==> src/rtl/ysyx_25060173_ifu.sv <==
`default_nettype none
// ============================================================================
//  Module   : ysyx_25060173_ifu
//  Purpose  : Instruction fetch unit. Holds the PC, issues one word fetch at
//             a time over a valid/ready request channel, captures the
//             response and presents instruction + PC to the execute core.
//             Core redirects replace the PC; stale responses are dropped.
//  Ports    : clk, reset (async, active-low)
//             imem_req_*  : fetch request channel (valid/ready/addr)
//             imem_resp_* : fetch response (valid/data/err)
//             inst_*      : instruction handshake towards the core
//             redirect_*  : PC change requested by the core
//             fetch_pc    : current PC register
//  Revision : 1.0 - initial release
// ============================================================================
module ysyx_25060173_ifu #(
  parameter logic [31:0] RESET_PC = 32'h8000_0000
) (
  input  logic        clk,
  input  logic        reset,
  output logic        imem_req_valid,
  input  logic        imem_req_ready,
  output logic [31:0] imem_req_addr,
  input  logic        imem_resp_valid,
  input  logic [31:0] imem_resp_data,
  input  logic        imem_resp_err,
  output logic        inst_valid,
  input  logic        inst_ready,
  output logic [31:0] inst,
  output logic [31:0] inst_pc,
  output logic        inst_fault,
  input  logic        redirect_valid,
  input  logic [31:0] redirect_pc,
  output logic [31:0] fetch_pc
);

  typedef enum logic [1:0] {
    S_IDLE = 2'd0,
    S_REQ  = 2'd1,
    S_WAIT = 2'd2,
    S_HOLD = 2'd3
  } state_t;

  state_t      r_state, w_state_next;
  logic [31:0] r_pc, w_pc_next;
  logic [31:0] r_req_addr, w_req_addr_next;
  logic [31:0] r_inst, w_inst_next;
  logic [31:0] r_inst_pc, w_inst_pc_next;
  logic        r_inst_fault, w_inst_fault_next;
  logic        r_kill, w_kill_next;
  logic        w_misaligned;

  // The request address is latched on entry to REQ and frozen until the
  // request is accepted, so alignment is judged on that registered copy.
  // This keeps a pending request alive even if a redirect to a misaligned
  // target lands while the memory is still stalling it.
  assign w_misaligned = (r_req_addr[1:0] != 2'b00);

  always_ff @(posedge clk or negedge reset) begin
    if (!reset) begin
      r_state      <= S_IDLE;
      r_pc         <= RESET_PC;
      r_req_addr   <= RESET_PC;
      r_inst       <= 32'h0;
      r_inst_pc    <= 32'h0;
      r_inst_fault <= 1'b0;
      r_kill       <= 1'b0;
    end else begin
      r_state      <= w_state_next;
      r_pc         <= w_pc_next;
      r_req_addr   <= w_req_addr_next;
      r_inst       <= w_inst_next;
      r_inst_pc    <= w_inst_pc_next;
      r_inst_fault <= w_inst_fault_next;
      r_kill       <= w_kill_next;
    end
  end

  always_comb begin
    w_state_next      = r_state;
    w_pc_next         = redirect_valid ? redirect_pc : r_pc;
    w_req_addr_next   = r_req_addr;
    w_inst_next       = r_inst;
    w_inst_pc_next    = r_inst_pc;
    w_inst_fault_next = r_inst_fault;
    w_kill_next       = r_kill;

    unique case (r_state)
      S_IDLE: begin
        w_state_next = S_REQ;
      end

      S_REQ: begin
        if (w_misaligned) begin
          // Fault is delivered without touching memory; nothing to kill.
          w_state_next      = S_HOLD;
          w_inst_next       = 32'h0;
          w_inst_fault_next = 1'b1;
          w_inst_pc_next    = r_pc;
        end else begin
          if (redirect_valid) begin
            w_kill_next = 1'b1;
          end
          if (imem_req_ready) begin
            w_state_next = S_WAIT;
          end
        end
      end

      S_WAIT: begin
        if (imem_resp_valid) begin
          if (r_kill || redirect_valid) begin
            w_kill_next  = 1'b0;
            w_state_next = S_REQ;
          end else begin
            w_inst_next       = imem_resp_err ? 32'h0 : imem_resp_data;
            w_inst_fault_next = imem_resp_err;
            w_inst_pc_next    = r_pc;
            w_state_next      = S_HOLD;
          end
        end else if (redirect_valid) begin
          w_kill_next = 1'b1;
        end
      end

      S_HOLD: begin
        if (redirect_valid) begin
          w_state_next = S_REQ;
        end else if (inst_ready) begin
          w_pc_next    = r_pc + 32'd4;
          w_state_next = S_REQ;
        end
      end

      default: begin
        w_state_next = S_IDLE;
      end
    endcase

    if ((w_state_next == S_REQ) && (r_state != S_REQ)) begin
      w_req_addr_next = w_pc_next;
    end
  end

  assign imem_req_valid = (r_state == S_REQ) && !w_misaligned;
  assign imem_req_addr  = r_req_addr;
  assign inst_valid     = (r_state == S_HOLD);
  assign inst           = r_inst;
  assign inst_pc        = r_inst_pc;
  assign inst_fault     = r_inst_fault;
  assign fetch_pc       = r_pc;

endmodule
`default_nettype wire

==> config.mk <==
export PLATFORM = sky130hd
export DESIGN_NAME = ysyx_25060173_ifu
export DESIGN_NICKNAME = d
export VERILOG_FILES = /design/src/rtl/ysyx_25060173_ifu.sv
export SDC_FILE = /design/constraint.sdc
export NUM_CORES = 1
export LEC_CHECK = 0
export BUFFER_PORTS_ARGS = -buffer_cell sky130_fd_sc_hd__clkbuf_2
export CAP_MARGIN = 20
export CORE_MARGIN = 8
export CORE_UTILIZATION = 25
export DETAILED_ROUTE_END_ITERATION = 16
export PLACE_DENSITY = 0.53
export SLEW_MARGIN = 30
export SYNTH_ARGS = -nofsm -noshare
export SYNTH_HDL_FRONTEND = slang
export SYNTH_SLANG_ARGS = --single-unit
==> constraint.sdc <==
create_clock -name clk -period 2.6 [get_ports clk]
set_clock_uncertainty 0.15 [all_clocks]
set_input_delay 0.52 -clock clk [delete_from_list [all_inputs] [get_ports clk]]
set_output_delay 0.52 -clock clk [all_outputs]
set_load 0.02 [all_outputs]
==> key figures <==
Route
  • WL/cell: 18.2 µm
  • Number of routed nets with antenna violations: 0
  • Vias/cell: 4.59
  • DRC: 0
  • First-pass iteration count of the detailed router: 5
  • Drt total wl: between 15 and 20 mm
  • Total number of vias: approximately 4,700
  • Initial DRC Count: 314

Power
  • PwrDens: roughly 1200 nW/µm²
  • Pleak: 0.00390 µW
  • Max VDD drop: roughly 0.46 mV

Finish
  • Commonest non-fill, non-tap cells in the layout: clkbuf_2 (200), dfrtp_1 (130), nand2_1 (32), a22o_1 (32), mux2_2 (31)
  • Most common cell after layout, fill and taps aside: clkbuf_2
  • Layout cell share with drive strength beyond 1: 47.8%
  • Fillers: between 2,000 and 2,500
  • Area of the multi-input gates: 2470 µm²
  • Area Overhead vs Synth: 35.7%
  • Fin area: 8090 µm²
  • Final #Nets: 764
  • Flip-flop and latch area: 3310 µm²
  • ANT cells: 0

Die
  • Die height: 170 µm
  • Starting Density: about a quarter
  • Io pins: ~200
  • Die X-Extent: 170 µm
  • Placeable Area: between 20,000 and 25,000 µm²
  • Row count: 56
  • Die ar.: a little under 30,000 µm²

Run status
  • Status: complete, no violations

CTS
  • H-tree Lvls: 4
  • Root Buffer Master: clkbuf_16
  • Sink Count: 132
  • Clk buf depth: 2
  • Clk slew on worst S/H paths: approximately 0.06 ns
  • CTS tree: done
  • CTS buffer count: 17
  • Clock latency on the worst-skew pair: 0.41 ns

Global route
  • Vias in the first global route: 4,910
  • Gr usage total: around 13%
  • Total gr overflow: 0
  • Initial antenna violation count: 0
  • First-pass GRT wire length: 28.7 mm
  • Pin count of the biggest net entering global routing: 50

STA
  • Peak Freq: 406 MHz
  • Setup violations, final: 0
  • Final slew viol count: 0
  • RSZ-0062 raised after global routing: no
  • Final hold vios: 0
  • Setup_tns: 0 ns
  • Worst-margin pin slew: 0.489 ns
  • Tmin final: 2.46 ns
  • Final critical-path share of the clock period: 94.7%
  • Relative slew slack: 67.2%

Critical path
  • Data required time of the worst path: 2.74 ns
  • WP buf/inv: 0
  • Endpoint class of the critical path: flop
  • R2R Setup Slk: 0.14 ns
  • Startpoint Class: flop
  • Crit path cell chain: ha_1 -> nand3_2 -> or3_1 -> o32ai_2 -> a21oi_1 -> mux2_2
  • Crit-path slowest cell: or3_1
  • Critical path class: reg -> reg
  • Cell family with most CP delay: simple AND/OR/NAND/NOR gates
  • WP data arrival: 2.61 ns
  • CP Max Fanout: 7
  • Critical Path Max Stage Delay: 0.51 ns

Placed design
  • GP Congestion: 0.795
  • Dpl hpwl: 13.9 mm
  • Port Buffers: 201
  • Post-Place Cell Area: 7490 µm²

Worst hold path
  • Worst min path class: in -> reg

Yosys
  • Syn Inst Count: 468
  • FFs w/ async S/R, synth: 100%
  • Sequential area share after synthesis: 55.5%
  • Average size of a mapped cell: 12.7 µm²
  • Synthesized cell area: 5960 µm²
  • Synth Register Bits: around 130
  • Syn nets: 545
  • Synth Flop Type: dfrtp_1
  • Synth unique cells: 60
  • Synth warn: 0
  • EDFF count, synth: 0

Run
  • Max cap viols: 0
[final timing paths]
kind,startpoint,to,cells past startpoint
worst max-delay path,r_state[1]$_DFF_PN0_,imem_req_addr[17]$_DFFE_PN0P_,6
worst min-delay path,imem_resp_data[4],inst[4]$_DFFE_PN0P_,2
worst max register to register,r_state[1]$_DFF_PN0_,imem_req_addr[17]$_DFFE_PN0P_,6
worst min register to register,inst_pc[30]$_DFFE_PN0P_,inst_pc[30]$_DFFE_PN0P_,2
max in group asynchronous,reset,inst[11]$_DFFE_PN0P_,3
min in group asynchronous,reset,imem_req_addr[17]$_DFFE_PN0P_,2
[metrics by stage]
step           utilization [%]  hold WS [ns]  setup slack (ns)  std cells  power [µW]
2_1_floorplan                -        0.0744             0.283        468        5680
4_1_cts                   34.4         0.159            0.0853       1018        9540
5_1_grt                   34.5         0.159           0.00819       1018        9930
3_5_place_dp              31.9         0.311             0.140        986        7090
3_3_place_gp              31.9         0.313             0.154        986        7050
6_report                  34.5         0.182             0.139       1018        9370
[kinds of logic after synthesis]
group / after synthesis / share of synthesized area, %
flip-flops: 132 / 55.5
AND/OR/NAND/NOR: 120 / 11.9
AO/OA/AOI/OAI: 97 / 12.6
multiplexers: 65 / 13.8
buffers and inverters: 38 / 3.38
XOR/XNOR: 10 / 1.47
adder cells (fa/ha/maj): 6 / 1.26
[synthesized netlist by cell type (3+ instances only)]
cell	n	area, µm²
nor4_1	6	37.5
a311o_1	3	30.0
buf_2	11	55.1
dfrtp_1	130	3250
and4_1	3	26.3
mux2_1	4	45.0
nand2b_1	3	18.8
a311oi_1	5	43.8
a31oi_1	3	18.8
ha_1	6	75.1
buf_6	5	56.3
nor2_1	19	71.3
a22o_1	32	280
mux2_2	31	349
a211o_1	4	35.0
nor3_1	5	25.0
mux2i_1	4	40.0
inv_1	13	48.8
a21oi_1	10	50.1
o21ai_0	18	90.1
clkbuf_1	6	22.5
nand2_1	32	120
nand3_1	14	70.1
xor2_1	5	43.8
xnor2_1	5	43.8
mux2_4	26	390
nand4_1	11	68.8
and3_1	7	43.8
o21ai_1	3	15.0
[where the power goes]
part           switching [µW]  internal (µW)  leakage (µW)
sequential                412           2670       0.00161
clock                     887           1500      0.000284
combinational            2160           1740       0.00201
total                    3460           5910       0.00390
[sequential cells by signal (all words and copies together), names as in the netlist]
signal,flops
r_state,2
inst,32
inst_pc,32
inst_fault,1
r_kill,1
imem_req_addr,32
fetch_pc,32
[final cells by class]
| cell class | instances | share of cell area, % |
|---|---|---|
| multi-input combinational | 298 | 30.5 |
| inverter | 14 | 0.650 |
| clock inverter | 9 | 1.27 |
| sequential | 132 | 40.9 |
| clock buffer | 22 | 5.99 |
| tap | 319 | 4.94 |
| timing repair buffer | 224 | 15.8 |
[what timing repair did]
action	4_1_cts	5_1_grt
gates resized for setup	0	1
hold buffers	1	0
hold endpoints to repair	37	0
buffers inserted	0	0
setup endpoints to repair	0	1
[metal layers]
metal	track usage, %	part of all wire (%)	vias to the layer above	routed length [µm]
li1	-	-	2183	-
met1	17.1	46	2316	8630
met2	19.4	45	169	8320
met3	4.59	7.9	7	1470
met4	2.97	0.75	0	140
met5	0	0	-	0
(Power assumes the default switching activity.)
